<file path="src/rtl/midori_share_pkg.sv">
// Shared types and constants for the Midori64 three-share output recombiner.
package midori_share_pkg;

  localparam int NIB_W   = 4;
  localparam int NIBBLES = 16;
  localparam int DATA_W  = NIB_W * NIBBLES;

  typedef enum logic {
    COLLECT,
    HOLD
  } state_t;

  // Index of the random nibble expected on beat idx: 0123, 1032, 2301, 3210.
  function automatic logic [1:0] pattern_src(input logic [3:0] idx);
    return idx[1:0] ^ idx[3:2];
  endfunction

endpackage

</file>
<file path="src/rtl/midori_nibble_deser.sv">
// Nibble-in, 64-bit-out shift register; the first nibble shifted in ends up in the MSBs.
module midori_nibble_deser
  import midori_share_pkg::*;
(
  input  logic              clk,
  input  logic              rst,
  input  logic              shift_en,
  input  logic [NIB_W-1:0]  nib,
  output logic [DATA_W-1:0] data
);

  always_ff @(posedge clk or posedge rst) begin
    if (rst) begin
      data <= '0;
    end else if (shift_en) begin
      data <= {data[DATA_W-NIB_W-1:0], nib};
    end
  end

endmodule

</file>
<file path="src/rtl/midori_share_decoder_r1r2r3r4.sv">
// Deserialises three nibble-serial output shares, recombines them and checks that
// shares 0 and 1 follow the r1r2r3r4 row-permuted replication pattern.
module midori_share_decoder_r1r2r3r4
  import midori_share_pkg::*;
#(
  parameter bit CHECK_PATTERN = 1'b1
) (
  input  logic        clk,
  input  logic        rst,
  input  logic        in_valid,
  output logic        in_ready,
  input  logic [3:0]  in_nib0,
  input  logic [3:0]  in_nib1,
  input  logic [3:0]  in_nib2,
  output logic        out_valid,
  input  logic        out_ready,
  output logic [63:0] out_pt,
  output logic [63:0] out_share0,
  output logic [63:0] out_share1,
  output logic        out_pattern_ok
);

  state_t                     state, next_state;
  logic [3:0]                 count;
  logic [3:0][NIB_W-1:0]      r0_q, r1_q;
  logic                       mismatch, pattern_ok_q;
  logic                       xfer, last_beat, hold_exit, beat_bad;
  logic [1:0]                 src;
  logic [DATA_W-1:0]          share0, share1, share2;

  assign in_ready  = (state == COLLECT) && !rst;
  assign xfer      = in_valid && in_ready;
  assign last_beat = (count == 4'(NIBBLES - 1));
  assign hold_exit = (state == HOLD) && out_ready;

  // NOTE: state registers use non-blocking (<=) so every flop samples pre-edge values.
  always_ff @(posedge clk or posedge rst) begin
    if (rst) state <= COLLECT;
    else     state <= next_state;
  end

  // NOTE: next_state gets its default first so no path leaves it unassigned (no latch).
  always_comb begin
    next_state = state;
    case (state)
      COLLECT: if (xfer && last_beat) next_state = HOLD;
      HOLD:    if (out_ready)         next_state = COLLECT;
      default: next_state = COLLECT;
    endcase
  end

  // 4-bit counter wraps 15 -> 0 on the same edge that enters HOLD.
  always_ff @(posedge clk or posedge rst) begin
    if (rst)       count <= '0;
    else if (xfer) count <= count + 4'd1;
  end

  always_comb begin
    src      = pattern_src(count);
    beat_bad = (count[3:2] != 2'b00) &&
               ((in_nib0 != r0_q[src]) || (in_nib1 != r1_q[src]));
  end

  // NOTE: the r latches are a tiny register file, reset so the first compare is deterministic.
  always_ff @(posedge clk or posedge rst) begin
    if (rst) begin
      r0_q     <= '0;
      r1_q     <= '0;
      mismatch <= 1'b0;
    end else if (hold_exit) begin
      r0_q     <= '0;
      r1_q     <= '0;
      mismatch <= 1'b0;
    end else if (xfer) begin
      if (count[3:2] == 2'b00) begin
        r0_q[count[1:0]] <= in_nib0;
        r1_q[count[1:0]] <= in_nib1;
      end else if (beat_bad) begin
        mismatch <= 1'b1;
      end
    end
  end

  // The last beat's own compare is folded in as the verdict is captured.
  always_ff @(posedge clk or posedge rst) begin
    if (rst)                    pattern_ok_q <= 1'b1;
    else if (xfer && last_beat) pattern_ok_q <= !(mismatch || beat_bad);
  end

  midori_nibble_deser u_deser0 (.clk(clk), .rst(rst), .shift_en(xfer), .nib(in_nib0), .data(share0));
  midori_nibble_deser u_deser1 (.clk(clk), .rst(rst), .shift_en(xfer), .nib(in_nib1), .data(share1));
  midori_nibble_deser u_deser2 (.clk(clk), .rst(rst), .shift_en(xfer), .nib(in_nib2), .data(share2));

  assign out_valid      = (state == HOLD);
  assign out_pt         = share0 ^ share1 ^ share2;
  assign out_share0     = share0;
  assign out_share1     = share1;
  assign out_pattern_ok = CHECK_PATTERN ? pattern_ok_q : 1'b1;

endmodule
</file>
<file path="config.mk">
export PLATFORM = sky130hd
export DESIGN_NAME = midori_share_decoder_r1r2r3r4
export DESIGN_NICKNAME = d
export VERILOG_FILES = /design/src/rtl/midori_share_pkg.sv /design/src/rtl/midori_nibble_deser.sv /design/src/rtl/midori_share_decoder_r1r2r3r4.sv
export SDC_FILE = /design/constraint.sdc
export NUM_CORES = 1
export LEC_CHECK = 0
export ABC_AREA = 1
export CORE_MARGIN = 2
export CORE_UTILIZATION = 25
export DETAILED_ROUTE_END_ITERATION = 6
export MAX_ROUTING_LAYER = met4
export PLACE_DENSITY = 0.42
export SYNTH_ARGS = -nofsm -noshare
export SYNTH_HDL_FRONTEND = slang
export SYNTH_SLANG_ARGS = --single-unit
</file>
<file path="constraint.sdc">
create_clock -name clk -period 15.4 [get_ports clk]
set_clock_uncertainty 0.1 [all_clocks]
set_input_delay 2.31 -clock clk [delete_from_list [all_inputs] [get_ports clk]]
set_output_delay 2.31 -clock clk [all_outputs]
set_load 0.005 [all_outputs]
</file>
==> impl_metrics.csv <==
group,metric,value,unit
finish,n_antenna_cell,0,
worst_setup_path,critPathMaxFanout,2,
sta,timing.fmax,0.166,GHz
worst_setup_path,worstReg2RegStart,"out_valid",
worst_setup_path,cp_slowest_cell,"clkdlybuf4s50_1",
sta,fin_crit_sh,0.392,
floorplanning,core-area,40000,µm²
detailed_routing,wire_per_inst,16.1,µm
sta,rsz0062_at_grt,"false",
sta,setup_violations,0,
global_routing,grt_use_total,0.143,
worst_setup_path,cp.required,12.99,ns
finish,area_growth,34.3,%
clock_network,clock_latency,0.56,ns
sta,layout_min_cycle_time,6.03,ns
clock_network,cts_buffers,29,
global_routing,grt-ovfl-total,0,
global_routing,grt_pass1_wl,46100,µm
worst_setup_path,crit_arrival,3.62,ns
finish,final_cell_mix,"nand2_1 (274), dfrtp_1 (230), o21ai_0 (213)",
placed_design,io_buffers,210,
floorplanning,die_area,42400,µm²
run,maxCapViolCount,0,
clock_network,clk_pin_slew_worst_paths,0.05,ns
detailed_routing,drtIter0Drc,423,
worst_setup_path,r2r_slack,12.69,ns
yosys,netlist_area,10200,µm²
power,p_per_area,263,nW/µm²
yosys,synth_top_cell_area_share,0.564,
clock_network,clockBufferDepth,3,
worst_setup_path,critPathKind,"input pin to output pin",
clock_network,clkSinkCount,231,
finish,layout-drive-gt1-share,0.0439,
worst_setup_path,r2r_end,"mismatch",
clock_network,post_cts_buffers,0,
finish,fin_util,0.342,
min_path,hold_depth,3,
clock_network,cts_root_buffer,"clkbuf_16",
clock_network,cts_tree,"done",
placed_design,dp_hpwl,20100,µm
sta,setup_ws,9.37,ns
worst_setup_path,worstSetupStartpointType,"input pin",
power,power,3.59,mW
min_path,hold-path-endpoint,"out_pattern_ok",
worst_setup_path,cpMostUsedCell,"clkdlybuf4s50_1",
detailed_routing,routed_wl,29800,µm
placed_design,gp_congestion,0.764,
floorplanning,die_y,206,µm
global_routing,grt_antenna_before_repair,0,
yosys,synth_seq_cells,231,
yosys,avgSynthCellArea,9.19,µm²
floorplanning,initial_core_util,0.255,
yosys,synth_cells,1109,
outcome,outcome,"completed",
yosys,yosysTopAreaCell,"dfrtp_1",
yosys,yosysUniqueCellTypes,22,
finish,mostFrequentLayoutCell,"nand2_1",
detailed_routing,ant_nets,0,
yosys,yosysWarnings,0,
min_path,holdCritPathClass,"register to register",
detailed_routing,viasPerCell,4.27,
yosys,synth_nets,1129,
floorplanning,io_pins,211,
worst_setup_path,cp-end-kind,"output pin",
detailed_routing,vias,7875,
global_routing,grt_pass1_vias,7618,
sta,worst_pin_slew,1.19,ns
global_routing,grt_max_degree,105,
finish,num-fill-cells,4226,
detailed_routing,drt-pass1-iter-count,4,
yosys,synth.area.top_cells,"dfrtp_1 (56%), o21ai_0 (10%), nand2_1 (10%), xnor2_1 (8.3%), inv_1 (4.1%)",
yosys,ys_seq_area_frac,0.567,
power,vdd_drop_max,0.101,mV
sta,hold_violations,0,
floorplanning,core.rowCount,73,
detailed_routing,drcViolationCount,0,
finish,layout.nets,1322,
clock_network,htreeDepth,1,
min_path,min_from,"mismatch",
worst_setup_path,critPathMaxStageDelay,0.55,ns
sta,setup_tns,0,ns
sta,drv_slew,0,
worst_setup_path,worstRegToRegCells,6,
floorplanning,dieWidth,206,µm
clock_network,post_cts_resized,0,
clock_network,ctsHoldBuffers,0,
placed_design,pre_cts_ws,9.37,ns
power,leakage,5.82,nW
worst_setup_path,crit_chain,"clkdlybuf4s50_1 > nor2_1 > clkdlybuf4s50_1",
sta,maxSlewHeadroom,0.203,
## worst max-delay path: cells and delay by family
family | cells | cell delay, ns
buffers and inverters | 2 | 1.06
and+or+nand+nor | 1 | 0.26
## synth_stat cells
cell type,n
nor2_1,7
nand2_4,2
buf_6,2
a21oi_1,1
xor2_2,1
dfstp_2,1
inv_2,1
nor3_1,1
or2_2,1
buf_1,6
xnor2_1,97
inv_1,111
nand2_2,1
buf_2,6
nand3_1,71
ha_1,4
nand2_1,275
dfrtp_1,230
o22ai_1,4
clkbuf_1,39
xor2_1,35
o21ai_0,213
## stage by stage
step | std cells | area (µm²) | hold slack (ns)
after global placement | 1796 | 12800 | 0.373
after floorplan | 1109 | 10200 | 0.354
after CTS | 1846 | 13700 | 0.397
after detailed placement | 1796 | 12800 | 0.386
final | 1846 | 13700 | 0.386
after global routing | 1846 | 13700 | 0.418
## sequential cells by signal (all words and copies together), names as in the netlist
register and count:
u_deser0.data 64, u_deser1.data 64, u_deser2.data 64, r0_q 16
r1_q 16, count 4, mismatch 1, out_pattern_ok 1
out_valid 1
## layout make-up
type / instances / area (µm²) / share of cell area
well taps: 525 / 657 / 0.0480
multi-input cells: 713 / 3780 / 0.276
clock buffers: 43 / 848 / 0.0620
repair buffers: 215 / 2140 / 0.156
inverters: 112 / 433 / 0.0316
flip-flops and latches: 231 / 5780 / 0.422
clock inverters: 7 / 53.8 / 0.00393
## where the power goes
part,internal (mW),switching (mW),total [mW]
registers,0.887,0.284,1.17
logic,1.03,0.745,1.78
clock network,0.379,0.268,0.647
## routing by layer
layer	part of all wire	wire, µm	global-route usage	vias up
li1	-	-	-	3899
met1	0.48	14200	0.197	3767
met2	0.46	13600	0.223	174
met3	0.049	1450	0.0251	35
met4	0.018	527	0.0268	0
met5	0	0	-	-
## worst max-delay path by stage
| stage | from | end | slack, ns | cells past startpoint |
|---|---|---|---|---|
| global route | rst | in_ready | 9.31 | 3 |
| finish | rst | in_ready | 9.37 | 3 |
| floorplan | rst | count[0] | 6.66 | 1 |
| detailed placement | rst | in_ready | 9.37 | 3 |
| global placement | rst | in_ready | 9.33 | 3 |
| CTS | rst | in_ready | 9.35 | 3 |
## cell families (layout without fill, tap and decap cells)
group,Yosys count,count (layout),share of synthesized area
buffers and inverters,165,377,0.0630
and+or+nand+nor,358,358,0.143
adders and majority gates,4,4,0.00491
xor gates and xnor gates,133,133,0.115
DFF,231,231,0.567
AOI/OAI and AO/OA,218,218,0.107
(Power assumes the default switching activity.)
